--- src/rtl/shift_tx_ctrl_if.sv ---
// Handshake bundle for shift_tx_ctrl.
//   tx_*      : word handshake from the upstream source (valid/ready)
//   bit_*     : serial bit handshake to the downstream consumer (valid/ready)
// master = source/consumer side, slave = the serializer controller.
interface shift_tx_ctrl_if;
  logic       tx_valid;
  logic [3:0] tx_data;
  logic       tx_dir;
  logic       tx_fill;
  logic       tx_ready;
  logic       bit_out;
  logic       bit_valid;
  logic       bit_ready;

  modport master (
    output tx_valid, tx_data, tx_dir, tx_fill, bit_ready,
    input  tx_ready, bit_out, bit_valid
  );

  modport slave (
    input  tx_valid, tx_data, tx_dir, tx_fill, bit_ready,
    output tx_ready, bit_out, bit_valid
  );
endinterface

--- src/rtl/shift_tx_ctrl.sv ---
// shift_tx_ctrl: drives a 4-bit universal shift register to serialize words.
// A word is accepted in IDLE, parallel-loaded into the register (LOAD),
// shifted out one bit per bit_ready handshake (SHIFT x4), then DONE pulses.
// Ports:
//   clk, rstn   : clock, asynchronous active-low reset (shared with register)
//   tx          : slave modport - word handshake in, serial bit handshake out
//   A           : current register contents
//   S           : register mode (00 hold, 01 right, 10 left, 11 load)
//   I           : parallel-load value (captured word)
//   MSB_in/LSB_in : serial fill inputs to the register
//   done        : one-cycle pulse after the 4th bit is taken
module shift_tx_ctrl (
  input  logic             clk,
  input  logic             rstn,
  shift_tx_ctrl_if.slave   tx,
  input  logic [3:0]       A,
  output logic [1:0]       S,
  output logic [3:0]       I,
  output logic             MSB_in,
  output logic             LSB_in,
  output logic             done
);

  typedef enum logic [1:0] {IDLE, LOAD, SHIFT, DONE} state_t;

  state_t     state;
  logic [1:0] cnt;
  logic [3:0] word;
  logic       dir;
  logic       fill;
  logic       rdy_q;
  logic       bv_q;
  logic       done_q;

  // Status flags are registered alongside the state so they are pure flops;
  // each one is set on the transition into the state that asserts it.
  always_ff @(posedge clk or negedge rstn) begin
    if (!rstn) begin
      state  <= IDLE;
      cnt    <= 2'd0;
      word   <= 4'd0;
      dir    <= 1'b0;
      fill   <= 1'b0;
      rdy_q  <= 1'b1;
      bv_q   <= 1'b0;
      done_q <= 1'b0;
    end else begin
      case (state)
        IDLE: if (tx.tx_valid) begin
          word  <= tx.tx_data;
          dir   <= tx.tx_dir;
          fill  <= tx.tx_fill;
          rdy_q <= 1'b0;
          state <= LOAD;
        end
        LOAD: begin
          cnt   <= 2'd0;
          bv_q  <= 1'b1;
          state <= SHIFT;
        end
        SHIFT: if (tx.bit_ready) begin
          cnt <= cnt + 2'd1;              // wraps to 0 after the 4th bit
          if (cnt == 2'd3) begin
            bv_q   <= 1'b0;
            done_q <= 1'b1;
            state  <= DONE;
          end
        end
        DONE: begin
          done_q <= 1'b0;
          rdy_q  <= 1'b1;
          fill   <= 1'b0;                 // serial inputs read 0 while idle
          state  <= IDLE;
        end
        default: state <= IDLE;
      endcase
    end
  end

  // Mode decode: only SHIFT looks at bit_ready; a stall holds the register.
  always_comb begin
    S = 2'b00;
    case (state)
      LOAD:    S = 2'b11;
      SHIFT:   if (tx.bit_ready) S = dir ? 2'b10 : 2'b01;
      default: S = 2'b00;
    endcase
  end

  // The bit on the outgoing end of the register is the current serial bit.
  assign tx.bit_out   = dir ? A[3] : A[0];
  assign tx.bit_valid = bv_q;
  assign tx.tx_ready  = rdy_q;
  assign done         = done_q;
  assign I            = word;
  assign MSB_in       = fill;
  assign LSB_in       = fill;

endmodule

--- src/flat_wrapper.sv ---
// flat-port wrapper written by rule: the top's interface ports become plain ports
module shift_tx_ctrl_flat 
  (clk, rstn, A, S, I, MSB_in, LSB_in, done, tx_tx_valid, tx_tx_data, tx_tx_dir, tx_tx_fill, tx_bit_ready, tx_tx_ready, tx_bit_out, tx_bit_valid);
  shift_tx_ctrl_if tx_i ();
  input  logic clk;
  input  logic rstn;
  input  logic [3:0] A;
  output logic [1:0] S;
  output logic [3:0] I;
  output logic MSB_in;
  output logic LSB_in;
  output logic done;
  input wire logic [$bits(tx_i.tx_valid)-1:0] tx_tx_valid;
  input wire logic [$bits(tx_i.tx_data)-1:0] tx_tx_data;
  input wire logic [$bits(tx_i.tx_dir)-1:0] tx_tx_dir;
  input wire logic [$bits(tx_i.tx_fill)-1:0] tx_tx_fill;
  input wire logic [$bits(tx_i.bit_ready)-1:0] tx_bit_ready;
  output wire logic [$bits(tx_i.tx_ready)-1:0] tx_tx_ready;
  output wire logic [$bits(tx_i.bit_out)-1:0] tx_bit_out;
  output wire logic [$bits(tx_i.bit_valid)-1:0] tx_bit_valid;
  assign tx_i.tx_valid = tx_tx_valid;
  assign tx_i.tx_data = tx_tx_data;
  assign tx_i.tx_dir = tx_tx_dir;
  assign tx_i.tx_fill = tx_tx_fill;
  assign tx_i.bit_ready = tx_bit_ready;
  assign tx_tx_ready = tx_i.tx_ready;
  assign tx_bit_out = tx_i.bit_out;
  assign tx_bit_valid = tx_i.bit_valid;
  shift_tx_ctrl u_core (.clk(clk), .rstn(rstn), .tx(tx_i), .A(A), .S(S), .I(I), .MSB_in(MSB_in), .LSB_in(LSB_in), .done(done));
endmodule
--- config.mk ---
export PLATFORM = sky130hd
export DESIGN_NAME = shift_tx_ctrl_flat
export DESIGN_NICKNAME = d
export VERILOG_FILES = /design/src/rtl/shift_tx_ctrl_if.sv /design/src/rtl/shift_tx_ctrl.sv /design/src/flat_wrapper.sv
export SDC_FILE = /design/constraint.sdc
export NUM_CORES = 1
export LEC_CHECK = 0
export CORE_MARGIN = 2
export CORE_UTILIZATION = 25
export DETAILED_ROUTE_END_ITERATION = 16
export DONT_BUFFER_PORTS = 1
export PLACE_DENSITY_LB_ADDON = 0.2
export SYNTH_ARGS = -nofsm -noshare
export SYNTH_HDL_FRONTEND = slang
export SYNTH_SLANG_ARGS = --single-unit
export TNS_END_PERCENT = 10
--- constraint.sdc ---
create_clock -name clk -period 1.39 [get_ports clk]
set_input_delay 0.278 -clock clk [delete_from_list [all_inputs] [get_ports clk]]
set_output_delay 0.278 -clock clk [all_outputs]
set_load 0.02 [all_outputs]
==> PnR_summary.wiki, run 1 <==
{| class="wikitable"
! Metric !! Value
|-
| Run status || finished with violations
|-
| Violated checks || negative setup slack
|-
| Part of the Yosys area used for sequential elements || 46.8%
|-
| Port bufs || 0
|-
| Multi-input gate area in the final layout || 414 sq um
|-
| Overflow after GRT || 0
|-
| Core area || 0.00271 sq mm
|-
| Wire length per cell after detailed routing || 13.4 um
|-
| Vias after detailed routing || 482
|-
| Worst slew slack as a fraction of its limit || 60.0%
|-
| Largest fanout of any net on the critical path || 3
|-
| Number of different library cells in the post-synthesis netlist || 24
|-
| Clk Tree Root Cell || sky130_fd_sc_hd__clkbuf_4
|-
| Skew final || 0.0121 ns
|-
| Row count || 19
|-
| Cell area after technology mapping || 698 sq um
|-
| CTS max path bufs || 2
|-
| DP HPWL || 983 um
|-
| Start of the worst register-to-register path || u_core.state[0]$_DFFE_PN0P_
|-
| Number of remaining DRC errors || 0
|-
| Nets in the synthesized netlist || 81
|-
| CP peak stage delay || 0.43 ns
|-
| Net switching share of the total power || 43.1%
|-
| Initial antenna violation count || 0
|-
| Cells on Worst Hold Path || 1
|-
| PD cells || 2540 mW/mm^2
|-
| Data required time at the worst endpoint || 1.11 ns
|-
| Classification of the worst-slack hold path || input pin to flop
|-
| Sw Pwr || 1.02 mW
|-
| Number of max-slew violations in the final report || 0
|-
| Count of synthesis-stage warnings from yosys || 0
|-
| Share of cells above drive strength 1 || 44.0%
|-
| Filler instances || 292
|-
| Maximum clock frequency || 0.623 GHz
|-
| Worst path buffer plus inverter count || 3
|-
| Kind of cell adding the most delay to the critical path || flip-flops
|-
| Fraction of power consumed by sequential logic || 35.1%
|-
| Final worst-path cycle share || 115%
|-
| Num CTS Buffers || 3
|-
| Min cycle time layout || 1.60 ns
|-
| Pre-CTS WS || -0.0347 ns
|-
| Area Growth Syn to Fin || 33.2%
|-
| Global-route wire length before repair || 2160 um
|-
| Largest net degree at the start of global routing || 14
|-
| Final core utilization || 34.3%
|-
| Critical-path cell list || inv_2 > ha_4 > inv_4 > nor2_4 > buf_6
|-
| Number of instances in the synthesized netlist || 60
|-
| Slowest cell on the critical path || sky130_fd_sc_hd__dfrtp_1
|-
| Routability-driven placement congestion ratio || 0.673
|-
| Share of power burned in combinational logic || 54.8%
|-
| Clock latency of the later-clocked register in the worst-skew pair || 0.28 ns
|-
| Length in cells of the worst reg-to-reg path || 5
|-
| Deepest level of the CTS H-tree || 1
|-
| Signal arrival time at the worst endpoint || 1.33 ns
|-
| IR Drop Worst-Case VDD || 1.21 mV
|-
| Finish-stage setup viols || 2
|-
| Cell internal pwr || 1.34 mW
|-
| Number of nets in the layout || 97
|-
| Pre-antenna DRT Iters || 4
|-
| Startpoint of the most critical hold path || tx_tx_data[1]
|-
| Setup WS post-layout || -0.214 ns
|-
| Post-Route WL || 1420 um
|-
| Clock power share || 10.1%
|-
| Worst-margin pin slew || 0.599 ns
|-
| Antenna cell count || 0
|-
| Reg clk slew, reported paths || 0.09 ns
|-
| Area occupied by registers || 329 sq um
|-
| Endpoint, Worst Hold || u_core.I[1]$_DFFE_PN0P_
|-
| Crit path capture type || output pin
|-
| Initial cell density of the core || 25.8%
|-
| # Max-Cap Violations || 0
|-
| Total clock sinks || 13
|-
| Capturing point of the worst reg2reg path || u_core.state[1]$_DFFE_PN0P_
|-
| IO Pins || 26
|-
| Mean post-synth cell area || 11.6 sq um
|-
| Number of endpoints with negative hold slack in the final report || 0
|-
| Area enclosed by the die boundary || 0.00323 sq mm
|-
| Mean number of vias per cell || 4.55
|-
| Die width || 56.8 um
|-
| Height of the die || 56.8 um
|-
| Number of DRC markers after the initial detailed-route iteration || 7
|-
| Category of the worst setup path launch point || flop
|-
| Number of antenna-violating nets in the routed design || 0
|-
| Category of the critical setup timing path || flop to output pin
|-
| Global routing usage summed across all routing layers || 8.72%
|-
| Leakage dissipation || 0.407 nW
|-
| Setup slack of the most critical reg-to-reg path || 0.06 ns
|-
| TritonCTS clock tree || built
|-
| Setup repair after global routing missed its margin || true
|-
| Vias in the first global route || 489
|-
| Seq cells post-synth || 13
|}
## flip-flops by register name (all words and copies together) (netlist names)
name	count
u_core.I	4
u_core.cnt	2
u_core.state	2
u_core.LSB_in	1
u_core.dir	1
u_core.done	1
u_core.tx.bit_valid	1
u_core.tx.tx_ready	1
## layout by cell type, fill, tap and decap left out, types with 2 or more instances in the layout
master	count
sky130_fd_sc_hd__a21oi_1	2
sky130_fd_sc_hd__a22o_1	2
sky130_fd_sc_hd__a31oi_1	2
sky130_fd_sc_hd__buf_4	10
sky130_fd_sc_hd__clkbuf_4	3
sky130_fd_sc_hd__dfrtp_1	10
sky130_fd_sc_hd__dfrtp_2	2
sky130_fd_sc_hd__ha_1	2
sky130_fd_sc_hd__ha_2	2
sky130_fd_sc_hd__ha_4	3
sky130_fd_sc_hd__inv_1	3
sky130_fd_sc_hd__inv_2	2
sky130_fd_sc_hd__mux2_1	5
sky130_fd_sc_hd__mux2i_1	2
sky130_fd_sc_hd__nand2_2	2
sky130_fd_sc_hd__nor2_1	2
sky130_fd_sc_hd__nor2_4	2
sky130_fd_sc_hd__o21ai_1	2
## worst max path at each step
stage / start / endpoint / slack, ns / cells past startpoint
2_1_floorplan: u_core.state[0]$_DFFE_PN0P_ / S[1] / -0.01 / 4
5_1_grt: u_core.state[0]$_DFFE_PN0P_ / S[0] / -0.26 / 4
6_report: u_core.state[0]$_DFFE_PN0P_ / S[1] / -0.21 / 5
4_1_cts: u_core.state[1]$_DFFE_PN0P_ / S[1] / -0.22 / 5
3_5_place_dp: u_core.state[1]$_DFFE_PN0P_ / u_core.dir$_DFFE_PN0P_ / -0.03 / 4
3_3_place_gp: u_core.state[1]$_DFFE_PN0P_ / u_core.dir$_DFFE_PN0P_ / 0.009 / 4
## power groups by stage
| stage | sequential, mW | combinational (mW) | clock [mW] |
|---|---|---|---|
| finish | 0.829 | 1.29 | 0.237 |
| CTS | 0.803 | 1.03 | 0.249 |
| floorplan | 0.770 | 0.677 | 0 |
| global route | 0.857 | 1.40 | 0.260 |
| global placement | 0.809 | 0.896 | 0 |
| detailed placement | 0.812 | 0.916 | 0 |
## per-layer routing
layer	GRT usage, %	vias to the layer above	wire (um)
met2	15.0	16	695
met3	4.84	0	114
met5	0	-	0
li1	-	234	-
met1	9.77	232	609
met4	0.997	0	0
## through the flow
stage	setup TNS, ns	instance area (sq um)	power [mW]	hold WS (ns)	cells
2_1_floorplan	-0.0124	701	1.45	-0.0176	60
4_1_cts	-0.422	846	2.08	0.126	105
3_3_place_gp	0	777	1.71	-0.0173	96
3_5_place_dp	-0.188	777	1.73	-0.0173	96
6_report	-0.421	930	2.36	0.138	106
5_1_grt	-0.545	930	2.52	0.133	106
## cell usage after synthesis
cell,count,area [sq um]
sky130_fd_sc_hd__a21boi_1,1,7.51
sky130_fd_sc_hd__a21oi_1,2,10.0
sky130_fd_sc_hd__a21oi_4,1,16.3
sky130_fd_sc_hd__a22o_1,2,17.5
sky130_fd_sc_hd__a31oi_1,3,18.8
sky130_fd_sc_hd__and2b_1,1,7.51
sky130_fd_sc_hd__buf_4,1,7.51
sky130_fd_sc_hd__dfrtp_1,12,300
sky130_fd_sc_hd__dfstp_2,1,26.3
sky130_fd_sc_hd__ha_1,7,87.6
sky130_fd_sc_hd__inv_1,5,18.8
sky130_fd_sc_hd__inv_2,1,3.75
sky130_fd_sc_hd__mux2_1,6,67.6
sky130_fd_sc_hd__mux2_4,1,15.0
sky130_fd_sc_hd__mux2i_1,2,20.0
sky130_fd_sc_hd__nand2_1,1,3.75
sky130_fd_sc_hd__nand2_2,2,12.5
sky130_fd_sc_hd__nand2b_1,1,6.26
sky130_fd_sc_hd__nor2_1,4,15.0
sky130_fd_sc_hd__nor2b_1,1,6.26
sky130_fd_sc_hd__o21ai_0,1,5.00
sky130_fd_sc_hd__o21ai_1,2,10.0
sky130_fd_sc_hd__o22ai_1,1,6.26
sky130_fd_sc_hd__xor2_1,1,8.76
## cells by family after synthesis
group / Yosys count / synth area share, %
AO/OA/AOI/OAI: 13 / 13.1
XOR/XNOR: 1 / 1.25
adder cells (fa/ha/maj): 7 / 12.5
buffers and inverters: 7 / 4.30
flip-flops: 13 / 46.8
multiplexers: 9 / 14.7
AND/OR/NAND/NOR: 10 / 7.35
## final cells by class
cell class	count	area share, %
Inverter	6	2.69
Tap cell	31	4.17
Timing Repair Buffer	12	10.4
Multi-Input combinational cell	40	44.5
Sequential cell	13	35.4
Clock buffer	4	2.83
## repair_timing
| action | CTS | global route |
|---|---|---|
| hold buffers | 1 | 0 |
| endpoints found under the hold margin | 13 | 0 |
| endpoints found under the setup margin | 10 | 10 |
| pin swaps | 1 | 4 |
| setup buffers | 4 | 1 |
| gates resized for setup | 4 | 15 |
No activity file was read; power rests on OpenSTA's default activity.
==> run 2, diff against run 1 <==
--- a/config.mk
+++ b/config.mk
@@ -5,7 +5,7 @@
 export SDC_FILE = /design/constraint.sdc
 export NUM_CORES = 1
 export LEC_CHECK = 0
-export CORE_MARGIN = 2
+export CORE_MARGIN = 5
 export CORE_UTILIZATION = 25
 export DETAILED_ROUTE_END_ITERATION = 16
 export DONT_BUFFER_PORTS = 1
==> run 2 against run 1 <==
The run still ends with negative setup slack left. Non-clock buffer count down 2. Utilization up 0.18 points. Critical path depth unchanged. Critical path type unchanged. Critical endpoint unchanged. Highest routed layer is now met4.
==> PnR_summary.wiki, run 2 (synthesized netlist as in run 1, its figures left out) <==
{| class="wikitable"
! Metric !! Value
|-
| Setup slack of the most critical reg-to-reg path || 0.10 ns (+0.04 ns)
|-
| Violated checks || negative setup slack
|-
| Largest fanout of any net on the critical path || 3 (unchanged)
|-
| Category of the critical setup timing path || flop to output pin
|-
| Area Growth Syn to Fin || 33.9%
|-
| Number of antenna-violating nets in the routed design || 0 (unchanged)
|-
| Number of remaining DRC errors || 0 (unchanged)
|-
| Crit path capture type || output pin
|-
| Capturing point of the worst reg2reg path || u_core.cnt[1]$_DFFE_PN0P_
|-
| Fraction of power consumed by sequential logic || 36.4% (+1.3 points)
|-
| Die width || 62.8 um (+11%)
|-
| Classification of the worst-slack hold path || input pin to flop
|-
| Post-Route WL || 1330 um (-6.4%)
|-
| Run status || finished with violations
|-
| Finish-stage setup viols || 3 (+1)
|-
| Cell internal pwr || 1.32 mW (-1.4%)
|-
| Pre-antenna DRT Iters || 2 (-2)
|-
| Top library cells by usage in the layout, fill and taps aside || sky130_fd_sc_hd__dfrtp_1 (9), sky130_fd_sc_hd__buf_4 (8), sky130_fd_sc_hd__mux2_1 (5)
|-
| Area enclosed by the die boundary || 0.00395 sq mm (+22%)
|-
| Clk Tree Root Cell || sky130_fd_sc_hd__clkbuf_4
|-
| Deepest level of the CTS H-tree || 1 (unchanged)
|-
| Largest net degree at the start of global routing || 14 (unchanged)
|-
| Skew final || 0.00136 ns (-0.0107 ns)
|-
| Number of endpoints with negative hold slack in the final report || 0 (unchanged)
|-
| # Max-Cap Violations || 0 (unchanged)
|-
| Net switching share of the total power || 43.6% (+0.44 points)
|-
| DP HPWL || 1050 um (+6.9%)
|-
| Clock latency of the later-clocked register in the worst-skew pair || 0.27 ns (about the same)
|-
| Startpoint of the most critical hold path || tx_tx_dir
|-
| Routability-driven placement congestion ratio || 0.661 (-1.7%)
|-
| Leakage dissipation || 0.403 nW (-0.92%)
|-
| IR Drop Worst-Case VDD || 1.08 mV (-11%)
|-
| Mean number of vias per cell || 4.62 (+1.5%)
|-
| Worst slew slack as a fraction of its limit || 61.0% (+1.1 points)
|-
| Filler instances || 287 (-1.7%)
|-
| Start of the worst register-to-register path || u_core.cnt[0]$_DFFE_PN0P_
|-
| Length in cells of the worst reg-to-reg path || 3 (-2)
|-
| Height of the die || 62.8 um (+11%)
|-
| Initial antenna violation count || 0 (unchanged)
|-
| Initial cell density of the core || 25.8% (unchanged)
|-
| Core area || 0.00271 sq mm (unchanged)
|-
| Clock power share || 10.0% (about the same)
|-
| Setup repair after global routing missed its margin || true
|-
| Share of power burned in combinational logic || 53.7% (-1.1 points)
|-
| Port bufs || 0 (unchanged)
|-
| Share of cells above drive strength 1 || 45.2% (+1.2 points)
|-
| Signal arrival time at the worst endpoint || 1.30 ns (-0.03 ns)
|-
| Number of flip-flops under the largest register name || 4 (unchanged)
|-
| Setup crit start || u_core.state[1]$_DFFE_PN0P_
|-
| Global routing usage summed across all routing layers || 7.71% (-1.0 points)
|-
| Overflow after GRT || 0 (unchanged)
|-
| Leading cell type in the layout, fill and taps excluded || sky130_fd_sc_hd__dfrtp_1
|-
| Worst-margin pin slew || 0.583 ns (-0.0157 ns)
|-
| Data required time at the worst endpoint || 1.11 ns (about the same)
|-
| Min cycle time layout || 1.58 ns (-0.0284 ns)
|-
| TritonCTS clock tree || built
|-
| Vias after detailed routing || 480 (-0.41%)
|-
| Total power || 2.34 mW (-0.59%)
|-
| Vias in the first global route || 511 (+4.5%)
|-
| PD cells || 2510 mW/mm^2 (-1.1%)
|-
| Antenna cell count || 0 (unchanged)
|-
| Num CTS Buffers || 3 (unchanged)
|-
| IO Pins || 26 (unchanged)
|-
| Maximum clock frequency || 0.635 GHz (+1.8%)
|-
| Aggregate negative setup slack || -0.325 ns (+0.0960 ns)
|-
| Endpoint, Worst Hold || u_core.dir$_DFFE_PN0P_
|-
| Number of nets in the layout || 95 (-2.1%)
|-
| Wire length per cell after detailed routing || 12.8 um (-4.6%)
|-
| CTS max path bufs || 2 (unchanged)
|-
| Reg clk slew, reported paths || 0.08 ns (about the same)
|-
| Number of max-slew violations in the final report || 0 (unchanged)
|-
| Global-route wire length before repair || 2380 um (+10%)
|-
| Sw Pwr || 1.02 mW (+0.42%)
|-
| Category of the worst setup path launch point || flop
|-
| Number of DRC markers after the initial detailed-route iteration || 10 (+3)
|-
| Row count || 19 (unchanged)
|-
| Setup WS post-layout || -0.186 ns (+0.0284 ns)
|-
| Total clock sinks || 13 (unchanged)
|-
| Cells on Worst Hold Path || 1 (unchanged)
|-
| Final worst-path cycle share || 113% (-2.0 points)
|}
[run 2: cell types whose count changed in the layout (fill, tap and decap cells not counted), sizes merged]
cell,previous run,this run
clkbuf,4,3
buf,11,9
clkinv,0,1
[run 2: how the worst max path moves through the flow]
stage,to,slack (ns),depth (start not counted)
after floorplan,S[1],-0.01,4
after global placement,u_core.state[1]$_DFFE_PN0P_,0.02,5
after detailed placement,u_core.I[0]$_DFFE_PN0P_,-0.003,4
after CTS,S[1],-0.21,5
after global routing,S[1],-0.27,5
final,S[1],-0.19,5
[run 2: layout make-up]
class / instances / area [sq um] / area share [%]
repair buffers: 10 / 81.3 / 8.70
inverters: 6 / 30.0 / 3.21
well taps: 31 / 38.8 / 4.15
clock buffers: 3 / 22.5 / 2.41
multi-input cells: 40 / 427 / 45.6
flip-flops and latches: 13 / 330 / 35.3
clock inverters: 1 / 5.00 / 0.535
[run 2: worst max-delay path, stage by stage, from the launching register on]
cell	delay [ns]
sky130_fd_sc_hd__dfrtp_2	0.44
sky130_fd_sc_hd__inv_4	0.07
sky130_fd_sc_hd__ha_4	0.27
sky130_fd_sc_hd__inv_4	0.04
sky130_fd_sc_hd__nor2_4	0.09
sky130_fd_sc_hd__buf_6	0.12
[run 2: per-layer routing]
layer	global-route usage, %	routed length [um]	up-vias	share of wire (%)
met5	0	0	-	0
met4	3.98	9	0	0.68
met3	3.60	118	2	8.9
met2	10.9	587	17	44
met1	9.70	614	228	46
li1	-	-	233	-
[run 2: power groups by stage]
stage | Combinational, mW | Sequential (mW) | Clock [mW]
6_report | 1.26 | 0.853 | 0.234
5_1_grt | 1.41 | 0.887 | 0.277
4_1_cts | 1.16 | 0.852 | 0.246
3_5_place_dp | 0.930 | 0.824 | 0
3_3_place_gp | 0.910 | 0.821 | 0
2_1_floorplan | 0.677 | 0.770 | 0
[run 2: stage by stage]
step	instances	instance area, sq um	util (%)	setup slack (ns)	hold WS (ns)
2_1_floorplan	60	701	-	-0.0124	-0.0176
3_3_place_gp	97	785	28.9	0.0220	-0.0172
3_5_place_dp	97	785	28.9	-0.00291	-0.0173
4_1_cts	103	897	33.1	-0.209	0.119
5_1_grt	104	935	34.5	-0.272	0.108
6_report	104	935	34.5	-0.186	0.127
[run 2: timing repair]
action                                  in CTS  in global routing
hold endpoints to repair                    13                  0
pin swaps                                    4                  2
endpoints found under the setup margin       9                  4
gates resized for setup                     16                  7
setup buffers                                1                  1
hold buffers                                 1                  0
==> run 3, diff against run 2 <==
--- a/config.mk
+++ b/config.mk
@@ -7,9 +7,10 @@
 export LEC_CHECK = 0
 export CORE_MARGIN = 5
 export CORE_UTILIZATION = 25
+export CTS_CLUSTER_DIAMETER = 100
 export DETAILED_ROUTE_END_ITERATION = 16
 export DONT_BUFFER_PORTS = 1
-export PLACE_DENSITY_LB_ADDON = 0.2
+export MAX_ROUTING_LAYER = met4
 export SYNTH_ARGS = -nofsm -noshare
 export SYNTH_HDL_FRONTEND = slang
 export SYNTH_SLANG_ARGS = --single-unit
==> run 3 against run 2 <==
Clock skew barely moved. Worst hold slack improved by 0.016 ns. Setup slack got worse by 0.0028 ns. Global-route usage fell by 0.23 points. Combinational power fell by 3%. Sequential share of layout area rose by 1.1 points. The run still ends with negative setup slack left. Maximum frequency fell by 0.18%. Critical path type unchanged. Critical path depth did not move. Cell count fell by 0.96%.
==> PnR_summary.wiki, run 3 (synthesized netlist as in run 1, its figures left out) <==
{| class="wikitable"
! Metric !! Value
|-
| Number of endpoints with negative hold slack in the final report || 0 (unchanged)
|-
| Clk Tree Root Cell || sky130_fd_sc_hd__clkbuf_4
|-
| Classification of the worst-slack hold path || input pin to flop
|-
| Overflow after GRT || 0 (unchanged)
|-
| IR Drop Worst-Case VDD || 0.921 mV (-15%)
|-
| Number of antenna-violating nets in the routed design || 0 (unchanged)
|-
| Data required time at the worst endpoint || 1.11 ns (about the same)
|-
| Deepest level of the CTS H-tree || 1 (unchanged)
|-
| Num CTS Buffers || 3 (unchanged)
|-
| Post-Route WL || 1390 um (+4.3%)
|-
| Fraction of power consumed by sequential logic || 35.8% (-0.6 points)
|-
| Worst-margin pin slew || 0.601 ns (+0.0187 ns)
|-
| Clock power share || 10.0% (about the same)
|-
| Crit path capture type || output pin
|-
| Number of DRC markers after the initial detailed-route iteration || 16 (+6)
|-
| Share of cells above drive strength 1 || 38.9% (-6.3 points)
|-
| DP HPWL || 1010 um (-3.5%)
|-
| Final worst-path cycle share || 114% (+0.20 points)
|-
| Number of max-slew violations in the final report || 0 (unchanged)
|-
| Kind of cell adding the most delay to the critical path || flip-flops
|-
| Violated checks || negative setup slack
|-
| Vias after detailed routing || 464 (-3.3%)
|-
| Cell internal pwr || 1.27 mW (-3.9%)
|-
| Setup WS post-layout || -0.189 ns (-0.00283 ns)
|-
| Row count || 19 (unchanged)
|-
| # Max-Cap Violations || 0 (unchanged)
|-
| TritonCTS clock tree || built
|-
| Category of the worst setup path launch point || flop
|-
| Wire length per cell after detailed routing || 13.5 um (+5.3%)
|-
| IO Pins || 26 (unchanged)
|-
| Antenna cell count || 0 (unchanged)
|-
| Critical-path cell list || inv_2 > ha_4 > inv_4 > nor2_4 > buf_6
|-
| Total clock sinks || 13 (unchanged)
|-
| Number of flip-flops under the largest register name || 4 (unchanged)
|-
| Reg clk slew, reported paths || 0.08 ns (about the same)
|-
| Core area || 0.00271 sq mm (unchanged)
|-
| Area Growth Syn to Fin || 28.9%
|-
| Maximum clock frequency || 0.633 GHz (-0.18%)
|-
| Height of the die || 62.8 um (unchanged)
|-
| Top library cells by usage in the layout, fill and taps aside || sky130_fd_sc_hd__dfrtp_1 (11), sky130_fd_sc_hd__buf_4 (7), sky130_fd_sc_hd__mux2_1 (6)
|-
| PD cells || 2510 mW/mm^2 (about the same)
|-
| Finish-stage setup viols || 3 (unchanged)
|-
| Port bufs || 0 (unchanged)
|-
| Sw Pwr || 0.987 mW (-3.4%)
|-
| Initial antenna violation count || 0 (unchanged)
|-
| Setup repair after global routing missed its margin || true
|-
| Worst path buffer plus inverter count || 3 (unchanged)
|-
| Net switching share of the total power || 43.7% (+0.14 points)
|-
| Pre-antenna DRT Iters || 2 (unchanged)
|-
| Number of nets in the layout || 94 (-1.1%)
|-
| Largest net degree at the start of global routing || 14 (unchanged)
|-
| Skew final || 0.00160 ns (+0.000233 ns)
|-
| Vias in the first global route || 475 (-7.0%)
|-
| Global-route wire length before repair || 2310 um (-2.9%)
|-
| Signal arrival time at the worst endpoint || 1.30 ns (about the same)
|-
| Initial cell density of the core || 25.8% (unchanged)
|-
| Largest fanout of any net on the critical path || 3 (unchanged)
|-
| Clock latency of the later-clocked register in the worst-skew pair || 0.26 ns (about the same)
|-
| CP peak stage delay || 0.40 ns (-0.04 ns)
|-
| Worst Hold Slack || 0.143 ns (+0.0157 ns)
|-
| Slowest cell on the critical path || sky130_fd_sc_hd__dfrtp_1
|-
| CTS max path bufs || 2 (unchanged)
|-
| Routability-driven placement congestion ratio || 0.715 (+8.2%)
|-
| Die width || 62.8 um (unchanged)
|-
| Leading cell type in the layout, fill and taps excluded || sky130_fd_sc_hd__dfrtp_1
|-
| Mean number of vias per cell || 4.50 (-2.4%)
|-
| Non-filler cells, final || 103 (-0.96%)
|-
| Worst slew slack as a fraction of its limit || 59.8% (-1.2 points)
|-
| Total power || 2.26 mW (-3.7%)
|-
| Share of power burned in combinational logic || 54.2% (+0.5 points)
|-
| Post-placement cell count || 95 (-2.1%)
|-
| Number of remaining DRC errors || 0 (unchanged)
|-
| Global routing usage summed across all routing layers || 7.48% (-0.23 points)
|-
| Area enclosed by the die boundary || 0.00395 sq mm (unchanged)
|-
| Run status || finished with violations
|-
| Min cycle time layout || 1.58 ns (+0.00283 ns)
|-
| Category of the critical setup timing path || flop to output pin
|-
| Leakage dissipation || 0.394 nW (-2.2%)
|}
## run 3: routing by layer
metal  vias to the layer above  track usage (%)  share of wire (%)
met4                         0             2.39               0.79
met3                         2             1.98                6.1
met2                        13             12.7                 53
met1                       219             8.52                 40
li1                        230                -                  -
met5                         -                -                  0
## run 3: final cells by class
| class | instances | area, sq um |
|---|---|---|
| Clock buffer | 4 | 26.3 |
| Fill cell | 276 | 1810 |
| Inverter | 6 | 25.0 |
| Multi-Input combinational cell | 40 | 408 |
| Sequential cell | 13 | 328 |
| Tap cell | 31 | 38.8 |
| Timing Repair Buffer | 9 | 73.8 |
## run 3: path summary, 6_finish.rpt
path / depth (start not counted) / slack, ns / from / endpoint
min reg2reg: 2 / 0.53 / u_core.tx.tx_ready$_DFFE_PN1P_ / u_core.tx.tx_ready$_DFFE_PN1P_
max reg2reg: 5 / 0.08 / u_core.state[1]$_DFFE_PN0P_ / u_core.state[0]$_DFFE_PN0P_
min in group asynchronous: 1 / 0.46 / rstn / u_core.I[3]$_DFFE_PN0P_
max in group asynchronous: 1 / 0.51 / rstn / u_core.dir$_DFFE_PN0P_
min: 1 / 0.14 / tx_tx_dir / u_core.dir$_DFFE_PN0P_
max: 5 / -0.19 / u_core.state[0]$_DFFE_PN0P_ / S[1]
## run 3: worst register-to-register path: stages, from the launching register on
cell                      delay (ns)
sky130_fd_sc_hd__dfrtp_1        0.39
sky130_fd_sc_hd__buf_4          0.15
sky130_fd_sc_hd__buf_4          0.14
sky130_fd_sc_hd__ha_2           0.20
sky130_fd_sc_hd__a21oi_4        0.15
sky130_fd_sc_hd__mux2i_1        0.21
## run 3: metrics by stage
stage	utilization (%)	setup TNS [ns]	cell area [sq um]	setup slack, ns
floorplan	-	-0.0124	701	-0.0124
CTS	32.1	-0.351	870	-0.200
detailed placement	28.4	-0.000133	769	-0.000128
global route	33.2	-0.553	900	-0.260
finish	33.2	-0.356	900	-0.189
global placement	28.4	0	769	0.0354
## run 3: repair_timing
action                                  4_1_cts  5_1_grt
pin swaps                                     4        4
hold buffers                                  1        0
gates resized for setup                       9        7
endpoints found under the setup margin        9        5
setup buffers                                 3        0
endpoints found under the hold margin        13        0
## run 3: power by group through the flow
stage | logic, mW | clock network (mW) | registers, mW
after detailed placement | 0.901 | 0 | 0.814
after global placement | 0.863 | 0 | 0.811
after CTS | 1.13 | 0.240 | 0.801
after floorplan | 0.677 | 0 | 0.770
after global routing | 1.35 | 0.262 | 0.837
final | 1.22 | 0.225 | 0.810
